==> src/rtl/bc_transmitter.sv <==
// Broadcasts FIFO head elements to all lanes; an element pushed in cycle t is offered in t+1.
// Backpressure: ready_o drops only when full; the head retires once every lane accepts or invalidates.
module bc_transmitter #(
   parameter int NrLanes = 4,
   parameter int Depth   = 4
) (
   input  logic                     clk_i,
   input  logic                     rst_i,
   input  logic [63:0]              data_i,
   input  logic                     valid_i,
   output logic                     ready_o,
   output logic [63:0]              bc_data_o,
   output logic [NrLanes-1:0]       bc_valid_o,
   input  logic [NrLanes-1:0]       bc_ready_i,
   input  logic [NrLanes-1:0]       bc_invalidate_i,
   output logic [$clog2(Depth):0]   count_o
);

   typedef logic [63:0] elen_t;

   localparam int PtrW = $clog2(Depth);
   localparam int CntW = PtrW + 1;
   localparam logic [CntW-1:0] FullCnt = CntW'(Depth);

   elen_t               mem [Depth];
   logic [PtrW-1:0]     rd_ptr, wr_ptr;
   logic [CntW-1:0]     count_q;
   logic [NrLanes-1:0]  taken_q, inv_q;

   logic                non_empty, push, pop, flush;
   logic [NrLanes-1:0]  acc, done, inv_nxt;

   always_comb begin
      non_empty  = (count_q != '0);
      ready_o    = (count_q != FullCnt);
      push       = valid_i & ready_o;
      bc_data_o  = non_empty ? mem[rd_ptr] : '0;
      bc_valid_o = {NrLanes{non_empty}} & ~taken_q & ~inv_q;
      acc        = bc_valid_o & bc_ready_i;
      done       = taken_q | acc | inv_q | bc_invalidate_i;
      pop        = non_empty & (&done);
      inv_nxt    = inv_q | bc_invalidate_i;
      flush      = &inv_nxt;
      count_o    = count_q;
   end

   // Storage needs no reset: bc_data_o is masked to zero while empty.
   always_ff @(posedge clk_i) begin
      if (push) mem[wr_ptr] <= data_i;
   end

   always_ff @(posedge clk_i) begin
      if (rst_i) begin
         rd_ptr  <= '0;
         wr_ptr  <= '0;
         count_q <= '0;
         taken_q <= '0;
         inv_q   <= '0;
      end else begin
         if (push) wr_ptr <= wr_ptr + 1'b1;
         if (flush) begin
            // A same-cycle push lands at the old wr_ptr, so it becomes the new head.
            rd_ptr  <= wr_ptr;
            taken_q <= '0;
            inv_q   <= '0;
            count_q <= CntW'(push);
         end else begin
            inv_q   <= inv_nxt;
            count_q <= count_q + CntW'(push) - CntW'(pop);
            if (pop) begin
               rd_ptr  <= rd_ptr + 1'b1;
               taken_q <= '0;
            end else begin
               taken_q <= taken_q | acc;
            end
         end
      end
   end

   a_count_bound: assert property (@(posedge clk_i) disable iff (rst_i) count_q <= FullCnt);
   a_no_push_full: assert property (@(posedge clk_i) disable iff (rst_i) !(push && !ready_o));
   a_acc_only_valid: assert property (@(posedge clk_i) disable iff (rst_i) (acc & ~bc_valid_o) == '0);

endmodule
==> config.mk <==
export PLATFORM = sky130hd
export DESIGN_NAME = bc_transmitter
export DESIGN_NICKNAME = d
export VERILOG_FILES = /design/src/rtl/bc_transmitter.sv
export SDC_FILE = /design/constraint.sdc
export NUM_CORES = 1
export LEC_CHECK = 0
export CAP_MARGIN = 10
export CORE_AREA = 5 5 189 172
export DETAILED_ROUTE_END_ITERATION = 12
export DIE_AREA = 0 0 194 177
export HOLD_SLACK_MARGIN = 0.05
export PLACE_DENSITY = 0.52
export SLEW_MARGIN = 0
export SYNTH_ARGS = -nofsm -noshare
export SYNTH_HDL_FRONTEND = slang
export SYNTH_SLANG_ARGS = --single-unit
==> constraint.sdc <==
create_clock -name clk_i -period 3.12 [get_ports clk_i]
set_input_delay 0.312 -clock clk_i [delete_from_list [all_inputs] [get_ports clk_i]]
set_output_delay 0.312 -clock clk_i [all_outputs]
set_load 0.01 [all_outputs]
======== Word-level counts from Yosys, hierarchy flattened ========
Memories as Yosys holds them, arrays and structs flattened. A register that Yosys moved wholly into a read port is not among the register bits.
Index checks and enable logic that the tools add are counted.
storage, ports and cells
  RAM bits ................................ 256
  bits in registers ....................... 15
  output and inout port bits .............. 72
  logic and storage cells ................. 37
  memories kept ........................... 1
memory list
  memory  depth  width  read ports  clocked after memory_dff  wr ports  RTL line  text
  mem     4      64     1           1                         1         25        elen_t mem [Depth];
operators by class
  bitwise logic cells ..................... 11
  equal/unequal tests ..................... 1
  add/subtract/negate cells ............... 4
  multiplexer cells ....................... 8
  reductions and logical operators ........ 6
operators with widths
  cell                                                            count
  64-bit 2-to-1 mux                                               1
  4-bit OR                                                        4
  4-bit bitwise AND                                               3
  2-bit 2-to-1 mux                                                4
  4-bit inverter                                                  2
  4-bit AND reduction                                             2
  2-bit by 1-bit adder with 2-bit output (second input constant)  2
  3-bit by 1-bit adder with 3-bit output                          1
  1-bit 2-to-1 mux                                                3
  3-bit inequality test (second input constant)                   1
  3-bit nonzero test                                              1
  3-bit OR reduction                                              1
  3-bit by 1-bit subtractor with 3-bit output                     1
  1-bit bitwise AND                                               2
  2-bit nonzero test                                              1
  2-bit OR reduction                                              1

======== Longest topological paths before layout ========
Gate-level depths: netlist (run 1).
  depth after elaboration ................. 13
  depth in mapped cells ................... 12
  mapped depth without buffers ............ 11

======== Worst setup path before layout (run 1) ========
Ideal clock, no wire load.
  path type ............................... reg2reg
  start ................................... reg count_q[1] (netlist: count_o[1])
  end ..................................... mem mem[0][0] in the netlist's numbering, enable pin
  buffers on the path ..................... 0
  period minus slack after synthesis ...... 2.734 ns
  stages on the path, launching flop included .. 3
  setup time .............................. 0.429 ns
  path slack .............................. 0.386 ns
  arrival time ............................ 2.305 ns
  path through ............................ dfxtp_1 or3b_1 and3_1
between the ends
  word-level cells in the longest chain between the ends .. 4
ends and longest elaborated chain
  item                                    RTL line  text
  from (decl)                             27        logic [CntW-1:0] count_q;
  from (signal assigned)                  66        count_q <= CntW'(push);
  from (signal assigned)                  69        count_q <= count_q + CntW'(push) - CntW'(pop);
  3-bit inequality test                   35        ready_o = (count_q != FullCnt);
  via ready_o                             11        output logic ready_o,
  1-bit bitwise AND                       36        push = valid_i & ready_o;
  1-bit 2-to-1 mux                        49        if (push) mem[wr_ptr] <= data_i;
  1-bit 2-to-1 mux (implied by the code)  49
  to (decl)                               25
The timed path passes the listed nets, and every way through them passes these cells.

======== Worst setup path in the final report (run 1) ========
  start ................................... reg count_q[1] (netlist: count_o[1])
  end ..................................... out bc_data_o[16]
between the ends
  word-level cells in the longest chain between the ends .. 2
ends and longest elaborated chain
  item                RTL line  text
  3-bit nonzero test  34        non_empty = (count_q != '0);
  64-bit 2-to-1 mux   37        bc_data_o = non_empty ? mem[rd_ptr] : '0;
  to (decl)           12        output logic [63:0] bc_data_o,
No other way between the ends.

==> run_results.csv, run 1 <==
group,metric,value,unit
status,status,"finished, final reports clean",
clock_network,cts.sinks,273,
placement,hpwl,13.2,mm
timing,tns,0,ps
synth,seq_area_frac_synth,76.8,%
synth,synth-main-ff-cell,"edfxtp_1",
drt,drt_iter0_drc,250,
grt,grt_util_all_layers,12.7,%
drt,dr.pass1.iters,4,
timing,drv_slew,0,
clock_network,numCtsBuffers,30,
drt,via_per_inst,4.69,
timing,worst_pin_slew,714,ps
grt,grt_util_met1,17.2,%
drt,drt_wl_total,22.0,mm
grt,grt_pass1_vias,5741,
worst_setup_path,required,2810,ps
grt,grt_pass1_wl,34.2,mm
grt,grt_max_degree,73,
timing,rsz0062_at_grt,"false",
final_layout,fin_nets,748,
synth,synth.distinct_cells,33,
floorplanning,initial_core_util,34.3,%
synth,synth_common_cells,"edfxtp_1 (256), mux4_2 (64), nor2b_1 (64), nor2_1 (22), dfxtp_1 (17)",
timing,fmax,360,MHz
worst_setup_path,crit_type,"reg -> out",
synth,async_flop_share,0,%
power,swShare,26.0,%
clock_network,cts.htree.levels,1,
placement,placed_cell_area,0.0126,mm^2
clock_network,root_buffer,"clkbuf_16",
power,intPower,8.17,mW
worst_setup_path,cp_max_fo,72,
final_layout,multi_input_area,0.00233,mm^2
power,p_leak,4.31,nW
clock_network,clk_latency,550,ps
grt,use_met2,20.9,%
synth,synth_area_per_cell,21.0,um^2
timing,setup_viol,0,
final_layout,nFillCells,2619,
synth,synthTopCellsByArea,"edfxtp_1 (74%), mux4_2 (14%), nor2b_1 (3.8%)",
drt,wl_per_cell,20.0,um
synth,yosysWarnings,0,
power,clkPwrFrac,31.9,%
drt,postRouteAntennaNets,0,
power,pwr-share-seq,41.0,%
synth,ys_ff_latch,273,
timing,fin_crit,2780,ps
synth,synth_most_common_cell,"edfxtp_1",
worst_setup_path,arrival,2470,ps
drt,drc_errors,0,
floorplanning,die_w,194,um
power,vdd_drop_max,578,uV
floorplanning,ios,147,
final_layout,final_util,44.5,%
synth,syn-num-nets,579,
synth,synth_top_area_share,73.5,%
grt,busiest_layer,"met2",
clock_network,clock_path_buffers,3,
synth,synth_area_leader_cell,"edfxtp_1",
floorplanning,dieArea,0.0343,mm^2
power,switching_power,2.87,mW
clock_network,clkTransAtPathRegs,60,ps
grt,antenna_found_initial,0,
final_layout,register_area,0.00804,mm^2
clock_network,cts_tree,"done",
placement,portBuffers,146,
final_layout,drive_gt1_share,19.4,%
synth,synth_enable_flop_cells,256,
timing,clock_skew,18.4,ps
worst_setup_path,end_kind,"output port",
synth,netlist_instances,497,
drt,vias,5158,
worst_setup_path,cp-start-kind,"register",
grt,grt-ovfl-total,0,
floorplanning,core,0.0305,mm^2
placement,routabilityCongestion,0.743,
final_layout,final_area,0.0136,mm^2
flow_run,maxCapViolations,0,
synth,syn-cell-area,0.0105,mm^2
timing,hold_viol_final,0,
power,power_density,814,mW/mm^2
timing,slew_headroom,51.9,%
floorplanning,die-height,177,um
grt,groute.layer.met3.usage,3.14,%
timing,holdWs,400,ps
timing,period_share,89.1,%
floorplanning,num_rows,61,
final_layout,syn_to_final_growth,29.8,%
worst_hold_path,min_path_type,"in -> reg",
power,combPwrFrac,27.0,%
worst max-delay path: stages, from the launching register on:
cell	delay (ps)
dfxtp_1	390
nor3_4	260
buf_6	550
nor2b_1	190
clkdlybuf4s50_1	530
worst paths after layout:
path	start	endpoint	slack (ps)	cells after the start
setup / recovery	count_o[1]$_SDFF_PP0_	bc_data_o[16]	340	4
setup reg to reg	count_o[2]$_SDFF_PP0_	count_o[2]$_SDFF_PP0_	500	11
hold reg to reg	taken_q[0]$_SDFF_PP0_	taken_q[0]$_SDFF_PP0_	530	2
hold / removal	data_i[36]	mem[2][36]$_DFFE_PP_	400	1
stage by stage:
step                instances  worst slack, ps  total power, mW
global route             1099              153             11.6
CTS                      1099             48.7             11.3
finish                   1100              340             11.0
floorplan                 497              386             6.19
detailed placement       1043              205             7.68
global placement         1043              279             7.64
cell type report:
class | instances | area share (%)
Antenna cell | 1 | 0.0185
Clock buffer | 36 | 5.70
Clock inverter | 20 | 1.70
Inverter | 7 | 0.194
Multi-Input combinational cell | 195 | 17.2
Sequential cell | 273 | 59.2
Tap cell | 409 | 3.77
Timing Repair Buffer | 159 | 12.2
state kept, by name (all words and copies together) (netlist names), named ones only:
signal	cells
count_o	3
mem	256
inv_q	4
rd_ptr	2
wr_ptr	2
taken_q	4
timing repair:
item                                    CTS  global route
hold buffers                              0             0
buffers inserted                          0             0
endpoints found under the hold margin     0             0
endpoints found under the setup margin    0            25
gates resized for setup                   0             1
routing by layer:
layer	vias up	wire, um
met4	0	434
met2	132	10500
met1	2653	9820
li1	2344	-
met3	29	1180
met5	-	0
power by group through the flow:
stage / registers [mW] / logic (mW) / clock network, mW
after floorplan: 4.59 / 1.60 / 0
after global placement: 4.59 / 3.06 / 0
after detailed placement: 4.62 / 3.07 / 0
after CTS: 4.54 / 3.08 / 3.64
after global routing: 4.57 / 3.25 / 3.81
final: 4.53 / 2.98 / 3.53
kinds of logic after synthesis:
logic type                 synth area share, %
DFF                                       76.8
AOI/OAI and AO/OA                         1.04
and+or+nand+nor                           5.99
adders and majority gates                0.910
muxes                                     13.9
buffers and inverters                     1.13
xor gates and xnor gates                 0.251
placed cells by master, fill, tap and decap left out, types with 2 or more instances in the layout:
master and n:
edfxtp_1 256, clkdlybuf4s50_1 146, mux4_2 64, nor2b_1 64, clkbuf_16 30, nor2_1 22, dfxtp_1 15, inv_1 7
clkinv_1 7, buf_12 7, a21oi_1 6, ha_1 6, clkbuf_1 6, clkinv_2 5, bufinv_16 5, buf_4 5
nor3_1 4, and3_4 4, nor4_1 2, and2_1 2, xnor2_1 2, nand2_1 2, dfxtp_4 2
(Power assumes the default switching activity.)
==> run 2: changes to the inputs <==
Settings changed: ABC_AREA set to 1, CORE_AREA 5 5 189 172 to 5 5 191 174, DIE_AREA 0 0 194 177 to 0 0 196 179.
Clock period 3.12 ns to 3.2 ns, I/O delays scaled along.
==> run_results.csv, run 2 <==
group,metric,value,unit
status,status,"finished, final reports clean",
power,vdd_drop_max,534,uV
clock_network,root_buffer,"clkbuf_16",
drt,dr.pass1.iters,4,
synth,synth_enable_flop_cells,256,
final_layout,register_area,0.00803,mm^2
final_layout,stdcell_count,1442,
clock_network,post-cts-setup-buffers,0,
drt,drc_errors,0,
synth,yosysWarnings,0,
synth,synth_most_common_cell,"nor2_1",
drt,via_per_inst,4.74,
grt,grt-ovfl-total,0,
timing,period_share,92.7,%
clock_network,clkTransAtPathRegs,60,ps
final_layout,final_cell_mix,"nor2_1 (271), edfxtp_1 (256), clkdlybuf4s50_1 (146)",
worst_setup_path,crit_type,"reg -> out",
drt,drt_wl_total,25.0,mm
worst_hold_path,whs_path_depth,3,
worst_setup_path,arrival,2650,ps
worst_setup_path,regToRegSetupSlack,580,ps
synth,synth_top_area_share,71.8,%
timing,clock_skew,24.6,ps
grt,grt_pass1_vias,6935,
synth,netlist_instances,868,
worst_setup_path,required,2880,ps
synth,synth_area_leader_cell,"edfxtp_1",
drt,vias,6841,
clock_network,cts_tree,"done",
floorplanning,core,0.0308,mm^2
synth,synth-main-ff-cell,"edfxtp_1",
grt,grt_pass1_wl,38.8,mm
floorplanning,ios,147,
final_layout,largest_register,"mem",
worst_hold_path,worstHoldStart,"bc_ready_i[3]",
placement,portBuffers,146,
floorplanning,initial_core_util,34.7,%
timing,fin_crit,2970,ps
final_layout,largest_reg_flops,256,
timing,tns,0,ps
power,power_density,842,mW/mm^2
final_layout,diodes,0,
floorplanning,dieArea,0.0351,mm^2
drt,postRouteAntennaNets,0,
final_layout,syn_to_final_growth,26.8,%
drt,wl_per_cell,17.3,um
floorplanning,num_rows,61,
timing,drv_slew,0,
synth,syn-cell-area,0.0107,mm^2
clock_network,cts.htree.levels,1,
synth,syn-num-nets,950,
timing,fmax,337,MHz
synth,synthTopCellsByArea,"edfxtp_1 (72%), nor2_1 (9.6%), o21ai_0 (6.1%)",
drt,drt_iter0_drc,368,
placement,dpl.cell_count,1390,
clock_network,cts.sinks,273,
clock_network,post_cts_resize_count,0,
final_layout,drive_gt1_share,7.55,%
worst_setup_path,ff2ff_path_depth,16,
timing,hold_viol_final,0,
final_layout,final_common_cell,"nor2_1",
flow_run,maxCapViolations,0,
synth,async_flop_share,0,%
worst_setup_path,cp_max_fo,50,
grt,antenna_found_initial,2,
worst_setup_path,reg2reg_from,"count_o[1]$_SDFF_PP0_",
synth,seq_area_frac_synth,74.9,%
final_layout,nFillCells,2830,
synth,ys_ff_latch,273,
synth,synth_area_per_cell,12.3,um^2
worst_setup_path,end_kind,"output port",
timing,rsz0062_at_grt,"false",
clock_network,clk_latency,540,ps
clock_network,numCtsBuffers,29,
clock_network,cts_hold_buf,0,
clock_network,clock_path_buffers,3,
placement,routabilityCongestion,0.773,
timing,setup_viol,0,
placement,hpwl,13.5,mm
final_layout,final_util,44.1,%
grt,grt_max_degree,79,
timing,holdWs,383,ps
power,p_leak,4.61,nW
floorplanning,die_w,196,um
worst_hold_path,min_path_type,"in -> reg",
worst_setup_path,cp-start-kind,"register",
final_layout,reg_top3,"mem (256), inv_q (4), taken_q (4)",
grt,grt_util_all_layers,14.1,%
worst_hold_path,hold_end,"taken_q[3]$_SDFF_PP0_",
timing,slew_headroom,61.5,%
final_layout,fin_nets,1094,
final_layout,multi_input_area,0.00240,mm^2
timing,worst_pin_slew,578,ps
synth,synth.distinct_cells,26,
worst_setup_path,r2r-end,"count_o[2]$_SDFF_PP0_",
floorplanning,die-height,179,um
synth,synth_common_cells,"nor2_1 (275), edfxtp_1 (256), o21ai_0 (130), a21oi_1 (73)",
run 2: cell count changes after synthesis, moves of 6 or more:
cell / delta
inv_1: +10
o21ai_0: +130
nor2_1: +253
buf_2: +6
mux4_2: -64
buf_4: +8
a21oi_1: +67
nand3_1: +6
nand2_1: +9
nor2b_1: -64
buf_1: +10
inv_2: +7
run 2: how the worst max path moves through the flow:
stage,from,to,slack (ps),cells after the start
floorplan,count_o[1]$_SDFF_PP0_,mem[0][0]$_DFFE_PP_,-860,4
finish,register,bc_data_o[1],230,5
global placement,bc_invalidate_i[3],count_o[2]$_SDFF_PP0_,410,15
global route,register,bc_data_o[10],40,6
CTS,register,bc_data_o[10],200,6
detailed placement,bc_invalidate_i[3],count_o[2]$_SDFF_PP0_,370,15
run 2: logic make-up after synthesis:
kind of cell / count (synthesis) / share of synthesized area (%)
compound gates: 206 / 9.62
xor+xnor: 2 / 0.164
fa+ha+maj: 7 / 0.888
buf+inv: 72 / 2.95
flops: 273 / 74.9
simple gates: 308 / 11.4
run 2: report_power, final:
part	switching (mW)	internal [mW]	leakage, nW
sequential	0.149	4.33	2.49
combinational	2.23	1.67	1.70
clock	1.29	1.77	0.423
total	3.67	7.77	4.61
run 2: cell type report:
cell class                      instances  share of cell area [%]
Clock buffer                           41                    5.74
Clock inverter                         11                   0.644
Inverter                               24                   0.672
Multi-Input combinational cell        523                    17.7
Sequential cell                       273                    59.1
Tap cell                              409                    3.77
Timing Repair Buffer                  161                    12.4
run 2: metal layers:
layer | global-route usage [%] | vias to the layer above | routed length (um)
li1 | - | 3342 | -
met1 | 18.8 | 3315 | 11500
met2 | 23.8 | 134 | 11700
met3 | 3.12 | 46 | 1240
met4 | 3.11 | 4 | 534
met5 | 0 | - | 34
run 2: critical path, stage by stage, from the launching register on:
cell	delay, ps
dfxtp_4	460
clkinv_2	110
buf_4	430
o21ai_0	170
a21oi_1	290
clkdlybuf4s50_1	620
run 2: metrics by stage:
stage	power, mW	instance area, um^2	worst slack (ps)
3_3_place_gp	8.53	12700	411
3_5_place_dp	8.53	12700	369
2_1_floorplan	6.50	10700	-858
6_report	11.4	13600	235
5_1_grt	12.1	13600	44.7
4_1_cts	11.6	13600	199
==> run 3: changes to the inputs <==
--- a/config.mk
+++ b/config.mk
@@ -7,6 +7,7 @@
 export LEC_CHECK = 0
 export ABC_AREA = 1
-export CAP_MARGIN = 10
+export CAP_MARGIN = 20
 export CORE_AREA = 5 5 191 174
+export CTS_CLUSTER_SIZE = 8
 export DETAILED_ROUTE_END_ITERATION = 12
 export DIE_AREA = 0 0 196 179
==> constraint.sdc (replaced) <==
create_clock -name clk_i -period 3.2 [get_ports clk_i]
set_input_delay 0.32 -clock clk_i [delete_from_list [all_inputs] [get_ports clk_i]]
set_output_delay 0.32 -clock clk_i [all_outputs]
set_load 0.05 [all_outputs]
==> run_results.csv, run 3 (same netlist as run 2, synthesis figures left out) <==
group,metric,value,unit
status,status,"finished, final reports clean",
worst_hold_path,min_path_type,"in -> reg",
worst_setup_path,cp-start-kind,"register",
timing,setup_viol,0,
drt,wl_per_cell,17.3,um
timing,slew_headroom,39.4,%
floorplanning,initial_core_util,34.7,%
placement,pre_cts_slack,351,ps
worst_setup_path,reg2reg_from,"count_o[1]$_SDFF_PP0_",
drt,drc_errors,0,
drt,dr.pass1.iters,4,
timing,fmax,352,MHz
worst_setup_path,arrival,2520,ps
placement,dpl.cell_count,1392,
grt,busiest_layer,"met2",
worst_setup_path,r2r-end,"count_o[2]$_SDFF_PP0_",
clock_network,root_buffer,"clkbuf_16",
grt,use_met2,23.8,%
flow_run,maxCapViolations,0,
worst_hold_path,whs_path_depth,3,
final_layout,largest_reg_flops,256,
timing,holdWs,415,ps
placement,placed_cell_area,0.0129,mm^2
floorplanning,ios,147,
final_layout,final_cell_mix,"nor2_1 (271), edfxtp_1 (256), o21ai_0 (130)",
worst_hold_path,hold_end,"taken_q[0]$_SDFF_PP0_",
floorplanning,dieArea,0.0351,mm^2
final_layout,final_common_cell,"nor2_1",
final_layout,largest_register,"mem",
clock_network,clkTransAtPathRegs,50,ps
clock_network,post_cts_resize_count,0,
grt,grt_pass1_vias,7033,
worst_hold_path,worstHoldStart,"bc_ready_i[0]",
worst_setup_path,required,2880,ps
clock_network,post-cts-setup-buffers,0,
grt,grt_util_all_layers,14.3,%
timing,rsz0062_at_grt,"false",
final_layout,syn_to_final_growth,31.0,%
power,power_density,1030,mW/mm^2
grt,grt_pass1_wl,39.3,mm
worst_setup_path,regToRegSetupSlack,600,ps
grt,grt_max_degree,67,
floorplanning,die_w,196,um
worst_setup_path,end_kind,"output port",
power,p_leak,4.93,nW
final_layout,register_area,0.00803,mm^2
clock_network,clk_latency,500,ps
floorplanning,core,0.0308,mm^2
drt,drt_iter0_drc,310,
drt,postRouteAntennaNets,0,
final_layout,stdcell_count,1452,
timing,worst_pin_slew,909,ps
grt,antenna_found_initial,1,
timing,worst_slack,356,ps
clock_network,cts.htree.levels,2,
clock_network,clock_path_buffers,3,
clock_network,cts.sinks,273,
drt,vias,6836,
power,power,14.4,mW
timing,drv_slew,0,
drt,drt_wl_total,25.1,mm
floorplanning,die-height,179,um
grt,grt-ovfl-total,0,
final_layout,reg_top3,"mem (256), inv_q (4), taken_q (4)",
timing,hold_viol_final,0,
grt,grt_util_met1,19.1,%
worst_setup_path,ff2ff_path_depth,16,
final_layout,multi_input_area,0.00240,mm^2
final_layout,fin_nets,1107,
clock_network,cts_tree,"done",
final_layout,drive_gt1_share,14.3,%
grt,groute.layer.met3.usage,2.86,%
timing,fin_crit,2840,ps
final_layout,nFillCells,2849,
drt,via_per_inst,4.71,
power,vdd_drop_max,699,uV
clock_network,cts_hold_buf,0,
worst_setup_path,cp_max_fo,58,
floorplanning,num_rows,61,
placement,routabilityCongestion,0.777,
clock_network,numCtsBuffers,40,
timing,period_share,88.9,%
placement,portBuffers,146,
placement,hpwl,14.1,mm
final_layout,final_area,0.0140,mm^2
timing,clock_skew,12.1,ps
worst_setup_path,crit_type,"reg -> out",
run 3: cell count changes in the layout (fill, tap and decap cells not counted), sizes merged:
cell / change
buf: +66
clkdlybuf4s50: -64
clkbuf: +15
clkinv: -8
inv: +2
bufinv: -1
clkinvlp: -1
diode: +1
run 3: worst max path at each step:
stage / slack, ps / to / startpoint / cells past startpoint
after floorplan: -490 / mem[0][0]$_DFFE_PP_ / count_o[1]$_SDFF_PP0_ / 4
after detailed placement: 350 / count_o[2]$_SDFF_PP0_ / bc_invalidate_i[3] / 15
after global routing: 100 / bc_data_o[22] / register / 6
final: 360 / bc_data_o[11] / register / 6
after global placement: 430 / count_o[2]$_SDFF_PP0_ / bc_invalidate_i[3] / 15
after CTS: 280 / bc_data_o[11] / register / 6
run 3: critical path, cell delays in order, from the launching register on:
cell and delay (ps):
dfxtp_4 800, buf_4 450, nor2_1 90, nor2_1 80
o21ai_0 90, a21oi_1 250, buf_4 240
run 3: power breakdown:
group          internal (mW)  leakage [nW]  total [mW]  switching (mW)
clock network           2.32         0.536        3.71            1.40
registers               4.34          2.49        4.53           0.187
logic                   2.06          1.90        6.17            4.11
run 3: layout make-up:
| type | count | share of cell area, % |
|---|---|---|
| Multi-Input combinational cell | 523 | 17.1 |
| Inverter | 24 | 0.651 |
| Timing Repair Buffer | 163 | 13.5 |
| Sequential cell | 273 | 57.2 |
| Clock inverter | 3 | 0.187 |
| Antenna cell | 1 | 0.0178 |
| Tap cell | 409 | 3.65 |
| Clock buffer | 56 | 7.71 |
run 3: stage by stage:
| step | utilization, % | TNS [ps] |
|---|---|---|
| 4_1_cts | 45.5 | 0 |
| 3_5_place_dp | 41.9 | 0 |
| 3_3_place_gp | 41.9 | 0 |
| 5_1_grt | 45.5 | 0 |
| 6_report | 45.5 | 0 |
| 2_1_floorplan | - | -126560 |
run 3: layer usage:
metal  share of wire, %  up-vias  routed length, um
met1                 46     3281              11600
met4                2.0        0                505
met3                4.3       40               1080
met2                 47      142              11900
met5                  0        -                  0
li1                   -     3373                  -
